$ cat config.mk
export PLATFORM = sky130hd
export DESIGN_NAME = registro_leds_display
export DESIGN_NICKNAME = d
export VERILOG_FILES = /design/src/rtl/registro_leds_display.sv
export SDC_FILE = /design/constraint.sdc
export NUM_CORES = 1
export LEC_CHECK = 0
export CAP_MARGIN = 10
export CORE_MARGIN = 2
export CORE_UTILIZATION = 30
export CTS_BUF_LIST = sky130_fd_sc_hd__clkbuf_8
export DETAILED_ROUTE_END_ITERATION = 16
export PLACE_DENSITY = 0.49
export SLEW_MARGIN = 20
export SYNTH_ARGS = -nofsm -noshare
export SYNTH_HDL_FRONTEND = slang
export SYNTH_SLANG_ARGS = --single-unit
export TNS_END_PERCENT = 10
$ cat constraint.sdc
create_clock -name clck_i -period 8.8 [get_ports clck_i]
set_input_delay 2.64 -clock clck_i [delete_from_list [all_inputs] [get_ports clck_i]]
set_output_delay 2.64 -clock clck_i [all_outputs]
set_load 0.02 [all_outputs]
$ cat src/rtl/registro_leds_display.sv
// CPU-writable LED register and 4-digit hex display register with a multiplexed 7-segment scan.
// Optional DISPLAY_LEADING_ZERO_BLANK_EN: blank leading zero digits above digit 0.
module registro_leds_display #(
  parameter int unsigned REFRESH_DIV = 100_000
) (
  input  logic        clck_i,
  input  logic        rst_i,
  input  logic        we_i,
  input  logic        sel_i,
  input  logic [31:0] data_i,
  output logic [31:0] data_o,
  output logic [15:0] leds_o,
  output logic [3:0]  anodos_o,
  output logic [6:0]  segmentos_o
);

  localparam int unsigned CW = $clog2(REFRESH_DIV);

  typedef enum logic [1:0] {DIG0, DIG1, DIG2, DIG3} digit_t;

  logic [15:0]   led_reg;
  logic [19:0]   disp_reg;
  logic [CW-1:0] cnt;
  digit_t        idx;
  digit_t        idx_next;
  logic [3:0]    nibble;
  logic [3:0]    onehot;
  logic          lit;
  logic          blank;
  logic          unused_bits;

  assign unused_bits = ^data_i[31:20];

  // Active-low gfedcba hex decode.
  function automatic logic [6:0] hex7(input logic [3:0] v);
    case (v)
      4'h0: hex7 = 7'h40;
      4'h1: hex7 = 7'h79;
      4'h2: hex7 = 7'h24;
      4'h3: hex7 = 7'h30;
      4'h4: hex7 = 7'h19;
      4'h5: hex7 = 7'h12;
      4'h6: hex7 = 7'h02;
      4'h7: hex7 = 7'h78;
      4'h8: hex7 = 7'h00;
      4'h9: hex7 = 7'h10;
      4'hA: hex7 = 7'h08;
      4'hB: hex7 = 7'h03;
      4'hC: hex7 = 7'h46;
      4'hD: hex7 = 7'h21;
      4'hE: hex7 = 7'h06;
      default: hex7 = 7'h0E;
    endcase
  endfunction

  always_comb begin
    idx_next = DIG0;
    nibble   = 4'h0;
    onehot   = 4'b0000;
    blank    = 1'b0;
    case (idx)
      DIG0: begin idx_next = DIG1; nibble = disp_reg[3:0];   onehot = 4'b0001; end
      DIG1: begin idx_next = DIG2; nibble = disp_reg[7:4];   onehot = 4'b0010; end
      DIG2: begin idx_next = DIG3; nibble = disp_reg[11:8];  onehot = 4'b0100; end
      default: begin idx_next = DIG0; nibble = disp_reg[15:12]; onehot = 4'b1000; end
    endcase
`ifdef DISPLAY_LEADING_ZERO_BLANK_EN
    case (idx)
      DIG1:    blank = (disp_reg[15:4] == 12'h000);
      DIG2:    blank = (disp_reg[15:8] == 8'h00);
      DIG3:    blank = (disp_reg[15:12] == 4'h0);
      default: blank = 1'b0;
    endcase
`endif
    lit = ((onehot & disp_reg[19:16]) != 4'b0000) && !blank;
  end

  // Register file, read-back and LED output register.
  always_ff @(posedge clck_i or posedge rst_i) begin
    if (rst_i) begin
      led_reg  <= 16'h0000;
      disp_reg <= 20'h00000;
      leds_o   <= 16'h0000;
      data_o   <= 32'h0000_0000;
    end else begin
      if (we_i && !sel_i) led_reg  <= data_i[15:0];
      if (we_i && sel_i)  disp_reg <= data_i[19:0];
      leds_o <= led_reg;
      data_o <= sel_i ? {12'h000, disp_reg} : {16'h0000, led_reg};
    end
  end

  // Scan state machine: digit index advances once per REFRESH_DIV cycles.
  always_ff @(posedge clck_i or posedge rst_i) begin
    if (rst_i) begin
      cnt         <= '0;
      idx         <= DIG0;
      anodos_o    <= 4'b1111;
      segmentos_o <= 7'h7F;
    end else begin
      if (cnt == CW'(REFRESH_DIV - 1)) begin
        cnt <= '0;
        idx <= idx_next;
      end else begin
        cnt <= cnt + CW'(1);
      end
      anodos_o    <= lit ? ~onehot : 4'b1111;
      segmentos_o <= lit ? hex7(nibble) : 7'h7F;
    end
  end

endmodule

# Word-level counts from Yosys, hierarchy flattened
# Memory sizes are Yosys's and may differ from the RTL's.
# Cells that the tools add are included.
# Widths: inputs -> output; s select.
classes:
  n_addsub: 1
  multipliers: 0
  div_mod_pow: 0
  order_cmp: 0
  n_eq_ne: 3
  shift: 0
  muxes: 7
  bitwise_logic: 2
  reduce_logical: 5
op_table:
  columns: ["op", "count"]
  rows:
  - ["$pmux 4 s3", 2]
  - ["$mux 20", 1]
  - ["$add 17x1->17 const B", 1]
  - ["$eq 17x17->1 const B", 1]
  - ["$mux 17", 1]
  - ["$mux 7", 1]
  - ["$pmux 2 s3", 1]
  - ["$and 4x4->4", 1]
  - ["$mux 4", 1]
  - ["$not 4->4", 1]
  - ["$reduce_bool 4->1", 1]
  - ["$eq 2x1->1 const B", 1]
  - ["$eq 2x2->1 const B", 1]
  - ["$logic_and 1x1->1", 2]
  - ["$logic_not 2->1", 1]
  - ["$logic_not 1->1", 1]
word_totals:
  regBits: 102
  latchBits: 0
  ramBits: 0
  mem_bits_ro: 112
  in_bits: 36
  output_inout_bits: 59
  wordCells: 27
  memories: 1
memory_table:
  columns: ["name", "depth", "width", "rd", "rd_ports_with_merged_regs", "write_ports", "line", "rtl"]
  rows:
  - ["(name not given)", 16, 7, 1, 0, 0, "36", "case (v)"]

# Longest topological paths before layout
# Gate-level depths: netlist of run 1.
depth:
  ltp_word: 5
  depth_mapped: 10

# Worst setup path before layout of run 1
# No wires, ideal clock.
synth_timing:
  kind: "input-to-reg"
  start: "input port we_i"
  end: "register led_reg[0]"
  arrival_ps: 3583
  path_slack_ps: 5093
  stages: 4
  path_buffers: 2
  cell_sequence: "nor2b_1 > clkbuf_1 > buf_2 > mux2_2"
synth_via:
  elab_chain_len: 1
synth_lines:
  columns: ["element", "line", "rtl"]
  rows:
  - ["start, declared", "8", "input logic we_i,"]
  - ["$logic_and 1x1->1", "86", "if (we_i && !sel_i) led_reg <= data_i[15:0];"]
  - ["end signal, assigned", "86", null]
  - ["end, declared", "21", "logic [15:0] led_reg;"]
# No other way between the ends.
# A chain may end at the register's enable or synchronous reset.

# Worst setup path in the final report of run 1
layout_timing:
  start: "register anodos_o[1]"
  end: "output port anodos_o[1]"
layout_rtl:
  columns: ["element", "line", "rtl"]
  rows:
  - ["start, declared", "13", "output logic [3:0] anodos_o,"]
  - ["start signal, assigned", "107", "anodos_o <= lit ? ~onehot : 4'b1111;"]
# No word-level cell between the ends.

==> flow_summary.json, run 1 <==
{
  "coreArea_um2": 13720,
  "synth.cell_area_um2": 4180,
  "drc": 0,
  "grt_pass1_wl_um": 13770,
  "hold_viol_final": 0,
  "dp_hpwl_um": 5846,
  "holdPathStages": 0,
  "cts_made_buffers": 9,
  "grt_pass1_vias": 2611,
  "insertion_delay_ps": 370,
  "wl_per_cell_um": 15.18,
  "synth_edf_count": 0,
  "hold_path_class": "flop to flop",
  "netlist_top_cells_count": "dfrtp_1, mux2_2, buf_4, nand2_1, nor2_1",
  "ys_seq_elements": 102,
  "post_cts_resized": 0,
  "areaGrowthSynthToFinish_pct": 24.69,
  "r2r_start": "idx[0]$_DFFE_PP0N_",
  "clk_pin_slew_ps": 90,
  "drive_gt1_share_pct": 22.40,
  "drv_cap": 0,
  "root_buffer": "clkbuf_8",
  "fin_nets": 417,
  "fmax_ghz": 0.2416,
  "slew_violations": 0,
  "critPathMaxStageDelay_ps": 600,
  "globalplace.congestion": 0.7695,
  "slowest_stage": "clkdlybuf4s50_1",
  "final.setup.tns_ps": 0,
  "cts_buffer_depth": 2,
  "portBuffers": 70,
  "fillers": 1351,
  "clock_skew_ps": 12.02,
  "power.density_nw_per_um2": 212.3,
  "setup_viol": 0,
  "clkSinkCount": 102,
  "io_pins": 95,
  "grt_use_total_pct": 12.29,
  "fin_crit_sh_pct": 47.03,
  "worstSetupPathType": "flop to output pin",
  "fp.dieArea_um2": 14900,
  "ff2ff_path_depth": 9,
  "startpoint": "anodos_o[1]$_DFF_PP1_",
  "dr.pass1.iters": 5,
  "hp-start": "led_reg[9]$_DFFE_PP0P_",
  "synth_area_leaders": "dfrtp_1, mux2_2, dfstp_2, ha_1, buf_4",
  "synth_warnings": 0,
  "cts_setup_buffers": 0,
  "ant_nets": 0,
  "path_depth": 1,
  "ys_seq_area_share_pct": 61.39,
  "crit_buf_inv": 1,
  "crit_chain": "clkdlybuf4s50_1",
  "relSlewSlack_pct": 31.56,
  "ys_async_sr_fraction_pct": 100.0,
  "cp.required_ps": 6160,
  "cp.arrival_ps": 1500,
  "synth.avg_cell_area_um2": 13.89,
  "synth_area_leader_cell": "dfrtp_1",
  "die_w_um": 122.0,
  "initial_utilization_pct": 30.47,
  "cts_max_level": 3,
  "rsz0062_at_grt": "false",
  "worst_pin_slew_ps": 1022,
  "cts_tree": "yes",
  "ir_drop_v": 0.0001119,
  "synth_top_area_share_pct": 54.47,
  "ys_types": 44,
  "critPathMaxFanout": 1,
  "drt_iter0_markers": 193,
  "synth_ff_type": "dfrtp_1",
  "antenna_cells": 0,
  "fin_crit_ps": 4138,
  "status": "finished, final reports clean",
  "power.leakage_nw": 2.217,
  "row_count": 43,
  "cp-start-kind": "flop",
  "grt_max_degree": 62,
  "gr-total-overflow": 0,
  "vias_per_cell": 4.486,
  "fin_util_pct": 37.99,
  "die_h_um": 122.0,
  "critPathTopFamily": "buffers and inverters",
  "routed_wl_um": 8423,
  "hold_buffers": 0,
  "cp-end-kind": "output pin",
  "detailroute.via_count": 2490,
  "synthCells": 301,
  "antenna_found_initial": 0,
  "synth.most_common_cell": "dfrtp_1"
}
## per-layer routing
layer / routed length, um / share of wire, % / global-route usage, %
met3: 511 / 6.1 / 4.728
met4: 98 / 1.2 / 3.664
met5: 0 / 0 / 0
met2: 4100 / 49 / 19.80
met1: 3711 / 44 / 15.34
## area by class of cell
type / instances / area (um2) / area share, %
multi-input combinational: 178 / 1469 / 28.18
clock inverter: 6 / 78.83 / 1.512
timing repair buffer: 71 / 703.2 / 13.49
inverter: 8 / 32.53 / 0.6241
tap: 180 / 225.2 / 4.321
sequential: 102 / 2566 / 49.23
clock buffer: 10 / 137.6 / 2.640
## layout by cell type, fill, tap and decap left out, types with 6 or more instances in the layout
cell and instances:
clkbuf_8 10, nand2_1 12, xnor2_1 10, clkdlybuf4s50_1 69, inv_1 10, nor2_1 12
dfrtp_1 91, mux2_2 53, mux2i_1 6, conb_1 12, dfstp_2 11, ha_1 11
## through the flow
step | setup slack (ps) | hold slack (ps) | power, W | area (um2) | instances
floorplan | 3503 | 366.6 | 0.0007003 | 4222 | 312
global placement | 3302 | 379.7 | 0.0007997 | 5001 | 539
detailed placement | 3238 | 381.3 | 0.0008021 | 5001 | 539
CTS | 3649 | 399.2 | 0.001126 | 5218 | 555
global route | 4581 | 415.0 | 0.001167 | 5213 | 555
finish | 4662 | 395.0 | 0.001107 | 5213 | 555
## cells by family (layout without fill, tap and decap cells)
kind of cell | after synthesis | count (layout) | share of synthesized area [%]
flops | 102 | 102 | 61.39
compound gates | 27 | 27 | 5.029
other cells | 1 | 12 | 0.08971
xor+xnor | 15 | 15 | 3.143
buf+inv | 32 | 95 | 4.520
simple gates | 54 | 54 | 6.824
fa+ha+maj | 11 | 11 | 3.292
mux | 59 | 59 | 15.71
## final timing paths
check	endpoint	slack, ps
max in group asynchronous	led_reg[15]$_DFFE_PP0P_	5020
worst max register to register	segmentos_o[3]$_DFF_PP1_	6050
worst min-delay path	leds_o[9]$_DFF_PP0_	400
worst max-delay path	anodos_o[1]	4660
min in group asynchronous	led_reg[6]$_DFFE_PP0P_	2650
worst min register to register	leds_o[9]$_DFF_PP0_	400
## power breakdown
part           switching, W  internal, W  leakage (nW)  total [W]
sequential        0.0000296     0.000532          1.22   0.000562
clock              0.000153     0.000165         0.116   0.000318
combinational      0.000113     0.000114         0.884   0.000227
total              0.000295     0.000811          2.22    0.00111
(Power assumes the default switching activity.)
==> inputs of run 2 (changes only) <==
--- a/config.mk
+++ b/config.mk
@@ -10,7 +10,7 @@
 export CORE_UTILIZATION = 30
 export CTS_BUF_LIST = sky130_fd_sc_hd__clkbuf_8
 export DETAILED_ROUTE_END_ITERATION = 16
-export PLACE_DENSITY = 0.49
+export PLACE_DENSITY = 0.51
 export SLEW_MARGIN = 20
 export SYNTH_ARGS = -nofsm -noshare
 export SYNTH_HDL_FRONTEND = slang
==> constraint.sdc (replaced) <==
create_clock -name clck_i -period 3.79 [get_ports clck_i]
set_input_delay 1.137 -clock clck_i [delete_from_list [all_inputs] [get_ports clck_i]]
set_output_delay 1.137 -clock clck_i [all_outputs]
set_load 0.02 [all_outputs]
==> flow_summary.json, run 2 (synthesis gave the netlist of run 1 again) <==
{
  "status": "finished, final reports clean",
  "fin_crit_ps": 2764,
  "intPower_w": 0.001900,
  "rsz0062_at_grt": "false",
  "cp-end-kind": "flop",
  "grt.met3_usage_pct": 4.026,
  "drc": 0,
  "p_sw_share_pct": 27.06,
  "hold_buffers": 0,
  "drive_gt1_share_pct": 23.95,
  "grt_use_total_pct": 12.34,
  "power.density_nw_per_um2": 492.0,
  "hold_path_class": "flop to flop",
  "io_pins": 95,
  "grt_pass1_vias": 2612,
  "slew_violations": 0,
  "use_met1_pct": 15.66,
  "fin_crit_sh_pct": 72.94,
  "root_buffer": "clkbuf_8",
  "worst_pin_slew_ps": 934.4,
  "antenna_cells": 0,
  "post_cts_resized": 0,
  "fin_util_pct": 38.60,
  "relSlewSlack_pct": 37.71,
  "die_h_um": 122.0,
  "ff2ff_path_depth": 9,
  "cts_max_level": 3,
  "switching_power_w": 0.0007051,
  "critPathMaxFanout": 8,
  "fp.dieArea_um2": 14900,
  "detailroute.via_count": 2549,
  "ir_drop_v": 0.0002491,
  "areaGrowthSynthToFinish_pct": 26.67,
  "final_cell_mix": "dfrtp_1, clkdlybuf4s50_1, mux2_2",
  "die_w_um": 122.0,
  "fmax_ghz": 0.3617,
  "cts_tree": "yes",
  "startpoint": "idx[0]$_DFFE_PP0N_",
  "cp.arrival_ps": 3010,
  "routed_wl_um": 8725,
  "clk_pin_slew_ps": 90,
  "clock_skew_ps": 10.81,
  "crit_path_end": "segmentos_o[3]$_DFF_PP1_",
  "initial_utilization_pct": 30.47,
  "power.leakage_nw": 2.238,
  "vias_per_cell": 4.552,
  "p_clk_share_pct": 29.2,
  "pwr-share-comb_pct": 20.7,
  "dp_cells": 544,
  "final_common_cell": "dfrtp_1",
  "ant_nets": 0,
  "globalRouteMet2Util_pct": 20.39,
  "portBuffers": 70,
  "reg2reg_slack_ps": 1030,
  "instances_no_fill": 560,
  "cts_made_buffers": 9,
  "insertion_delay_ps": 360,
  "final.setup.tns_ps": 0,
  "drt_iter0_markers": 100,
  "dp_hpwl_um": 6276,
  "globalplace.congestion": 0.7756,
  "fin_nets": 422,
  "final_area_um2": 5295,
  "drv_cap": 0,
  "placed_cell_area_um2": 5065,
  "grt_max_degree": 37,
  "cp.required_ps": 4030,
  "clkSinkCount": 102,
  "worstSetupPathType": "flop to flop",
  "wl_per_cell_um": 15.58,
  "cts_buffer_depth": 2,
  "dr.pass1.iters": 4,
  "p_seq_share_pct": 50.1,
  "row_count": 43,
  "busiest_layer": "met2",
  "r2r_start": "idx[0]$_DFFE_PP0N_",
  "coreArea_um2": 13720,
  "setup_viol": 0,
  "fillers": 1349,
  "gr-total-overflow": 0,
  "cp-start-kind": "flop",
  "timing.rr.end": "segmentos_o[3]$_DFF_PP1_",
  "grt_pass1_wl_um": 13930,
  "cts_setup_buffers": 0,
  "antenna_found_initial": 0,
  "hold_viol_final": 0
}
run 2: cell types whose count changed in the layout (fill, tap and decap cells not counted), sizes merged:
cell	delta
clkinv	+1
clkdlybuf4s50	+1
inv	-3
clkinvlp	+2
buf	+4
run 2: area by class of cell:
type / instances / area (um2) / share of cell area [%]
multi-input cells: 178 / 1469 / 27.74
clock inverters: 6 / 92.59 / 1.749
well taps: 180 / 225.2 / 4.253
clock buffers: 10 / 137.6 / 2.599
inverters: 8 / 33.78 / 0.6380
repair buffers: 76 / 770.7 / 14.56
flip-flops and latches: 102 / 2566 / 48.46
run 2: metal layers:
layer	routed length, um	up-vias
li1	-	1170
met1	3891	1309
met2	4337	66
met3	439	4
met4	56	0
met5	0	-
run 2: power by group through the flow:
stage	clock network, W	registers, W	logic (W)
floorplan	0	0.00141	0.000215
global placement	0	0.00133	0.000537
detailed placement	0	0.00133	0.000545
CTS	0.000795	0.00131	0.000547
global route	0.000836	0.00133	0.000579
finish	0.000760	0.00131	0.000539
run 2: worst min path at each step:
stage	start	slack [ps]	endpoint	cells past startpoint
CTS	led_reg[11]$_DFFE_PP0P_	400	leds_o[11]$_DFF_PP0_	0
floorplan	led_reg[0]$_DFFE_PP0P_	370	leds_o[0]$_DFF_PP0_	0
global placement	led_reg[14]$_DFFE_PP0P_	380	leds_o[14]$_DFF_PP0_	0
detailed placement	led_reg[11]$_DFFE_PP0P_	380	leds_o[11]$_DFF_PP0_	0
global route	led_reg[11]$_DFFE_PP0P_	420	leds_o[11]$_DFF_PP0_	0
finish	led_reg[11]$_DFFE_PP0P_	400	leds_o[11]$_DFF_PP0_	0
run 2: through the flow:
step                      worst slack [ps]  hold slack (ps)  total power, W
final                                 1026            397.7        0.002605
after detailed placement              1083            379.3        0.001876
after global placement                1101            380.2        0.001865
after CTS                             1091            401.0        0.002652
after floorplan                       1444            366.6        0.001626
after global routing                 860.9            416.9        0.002740
run 2: worst max-delay path, cell delays in order (launching register included):
cell and delay (ps):
dfrtp_1 410, inv_1 110, ha_1 390, a222oi_1 250, a21oi_1 430, inv_1 180, ha_1 340, a211oi_1 50
a2111oi_0 410, a31oi_1 80
==> inputs of run 3 (changes only) <==
==> constraint.sdc (replaced) <==
create_clock -name clck_i -period 2.4 [get_ports clck_i]
set_input_delay 0.72 -clock clck_i [delete_from_list [all_inputs] [get_ports clck_i]]
set_output_delay 0.72 -clock clck_i [all_outputs]
set_load 0.02 [all_outputs]
==> flow_summary.json, run 3 (synthesis gave the netlist of run 1 again) <==
{
  "status": "finished, final reports clean",
  "cts_tree": "yes",
  "p_seq_share_pct": 52.1,
  "crit_buf_inv": 3,
  "critPathTopFamily": "compound AO/OA/AOI/OAI gates",
  "globalplace.congestion": 0.7739,
  "drc": 0,
  "p_clk_share_pct": 25.5,
  "path_depth": 10,
  "fin_nets": 431,
  "ant_nets": 0,
  "drt_iter0_markers": 121,
  "gr-total-overflow": 0,
  "crit_top_cell": "inv_1",
  "hp-start": "led_reg[10]$_DFFE_PP0P_",
  "final_cell_mix": "dfrtp_1, clkdlybuf4s50_1, mux2_2",
  "worstSetupPathType": "flop to flop",
  "ir_drop_v": 0.0004680,
  "relSlewSlack_pct": 51.87,
  "holdPathStages": 0,
  "row_count": 43,
  "drive_gt1_share_pct": 26.99,
  "p_sw_share_pct": 28.24,
  "insertion_delay_ps": 360,
  "cts_max_level": 3,
  "clkSinkCount": 102,
  "cp.arrival_ps": 2580,
  "cts_made_buffers": 9,
  "io_pins": 95,
  "cts_buffer_depth": 2,
  "pwr-share-comb_pct": 22.4,
  "drv_cap": 0,
  "hold_path_class": "flop to flop",
  "setup_viol": 0,
  "switching_power_w": 0.001117,
  "routed_wl_um": 8712,
  "initial_utilization_pct": 30.47,
  "holdWs_ps": 400.7,
  "intPower_w": 0.002840,
  "vias_per_cell": 4.511,
  "fin_crit_sh_pct": 95.56,
  "critPathMaxFanout": 4,
  "startpoint": "idx[0]$_DFFE_PP0N_",
  "dp_hpwl_um": 6084,
  "final.setup.tns_ps": 0,
  "clock_skew_ps": 8.462,
  "cp-end-kind": "flop",
  "die_w_um": 122.0,
  "detailroute.via_count": 2567,
  "grt_pass1_vias": 2642,
  "r2r_start": "idx[0]$_DFFE_PP0N_",
  "fin_crit_ps": 2293,
  "areaGrowthSynthToFinish_pct": 28.17,
  "hold_viol_final": 0,
  "grt_use_total_pct": 12.23,
  "power.leakage_nw": 2.276,
  "final_common_cell": "dfrtp_1",
  "worst_pin_slew_ps": 721.9,
  "grt_pass1_wl_um": 13760,
  "cp.required_ps": 2690,
  "crit_chain": "inv_1, ha_1, a222oi_1, buf_4, a21oi_2, inv_1, ha_4, a211oi_2, a2111oi_2, a31oi_1",
  "cp-start-kind": "flop",
  "root_buffer": "clkbuf_8",
  "grt_max_degree": 103,
  "hold_buffers": 0,
  "power.density_nw_per_um2": 738.6,
  "clk_pin_slew_ps": 90,
  "slew_violations": 0,
  "critPathMaxStageDelay_ps": 420,
  "slowest_stage": "a222oi_1",
  "fmax_ghz": 0.4360,
  "coreArea_um2": 13720,
  "ff2ff_path_depth": 10,
  "die_h_um": 122.0,
  "dr.pass1.iters": 4,
  "antenna_cells": 0,
  "fp.dieArea_um2": 14900,
  "fin_util_pct": 39.05,
  "wl_per_cell_um": 15.31,
  "portBuffers": 70,
  "antenna_found_initial": 1
}
-- run 3: timing repair --
item	in CTS	in global routing
hold endpoints to repair	0	0
gates resized for setup	0	8
setup buffers	0	1
endpoints found under the setup margin	0	3
-- run 3: final timing paths --
check                                           endpoint  slack [ps]
worst min-delay path                leds_o[10]$_DFF_PP0_         400
worst max-delay path            segmentos_o[3]$_DFF_PP1_         110
worst max register to register  segmentos_o[3]$_DFF_PP1_         110
worst min register to register      leds_o[10]$_DFF_PP0_         400
max in group asynchronous             idx[0]$_DFFE_PP0N_        1090
min in group asynchronous            leds_o[3]$_DFF_PP0_         800
-- run 3: area by class of cell --
type                            instances  area (um2)
Timing Repair Buffer                   85       838.3
Multi-Input combinational cell        178        1509
Tap cell                              180       225.2
Sequential cell                       102        2566
Clock inverter                          5       33.78
Fill cell                            1315        8362
Clock buffer                           11       151.4
Inverter                                8       33.78
-- run 3: per-stage QoR --
step | instance area [um2] | total power (W) | worst slack, ps | instances
final | 5358 | 0.003957 | 106.6 | 569
after detailed placement | 5125 | 0.002967 | 102.9 | 552
after global placement | 5125 | 0.002957 | 80.83 | 552
after CTS | 5310 | 0.003994 | 81.97 | 568
after floorplan | 4225 | 0.002568 | 197.3 | 312
after global routing | 5358 | 0.004167 | -47.27 | 569
-- run 3: per-layer routing --
| layer | part of all wire [%] | vias up | track usage (%) |
|---|---|---|---|
| li1 | - | 1198 | - |
| met1 | 45 | 1297 | 15.84 |
| met2 | 50 | 62 | 19.48 |
| met3 | 4.4 | 8 | 3.792 |
| met4 | 0.73 | 2 | 4.095 |
| met5 | 0.15 | - | 0 |
-- run 3: power groups by stage --
stage	clock, W	combinational (W)	sequential (W)
2_1_floorplan	0	0.000339	0.00223
3_3_place_gp	0	0.000860	0.00210
3_5_place_dp	0	0.000867	0.00210
4_1_cts	0.00105	0.000871	0.00207
5_1_grt	0.00112	0.000954	0.00209
6_report	0.00101	0.000888	0.00206
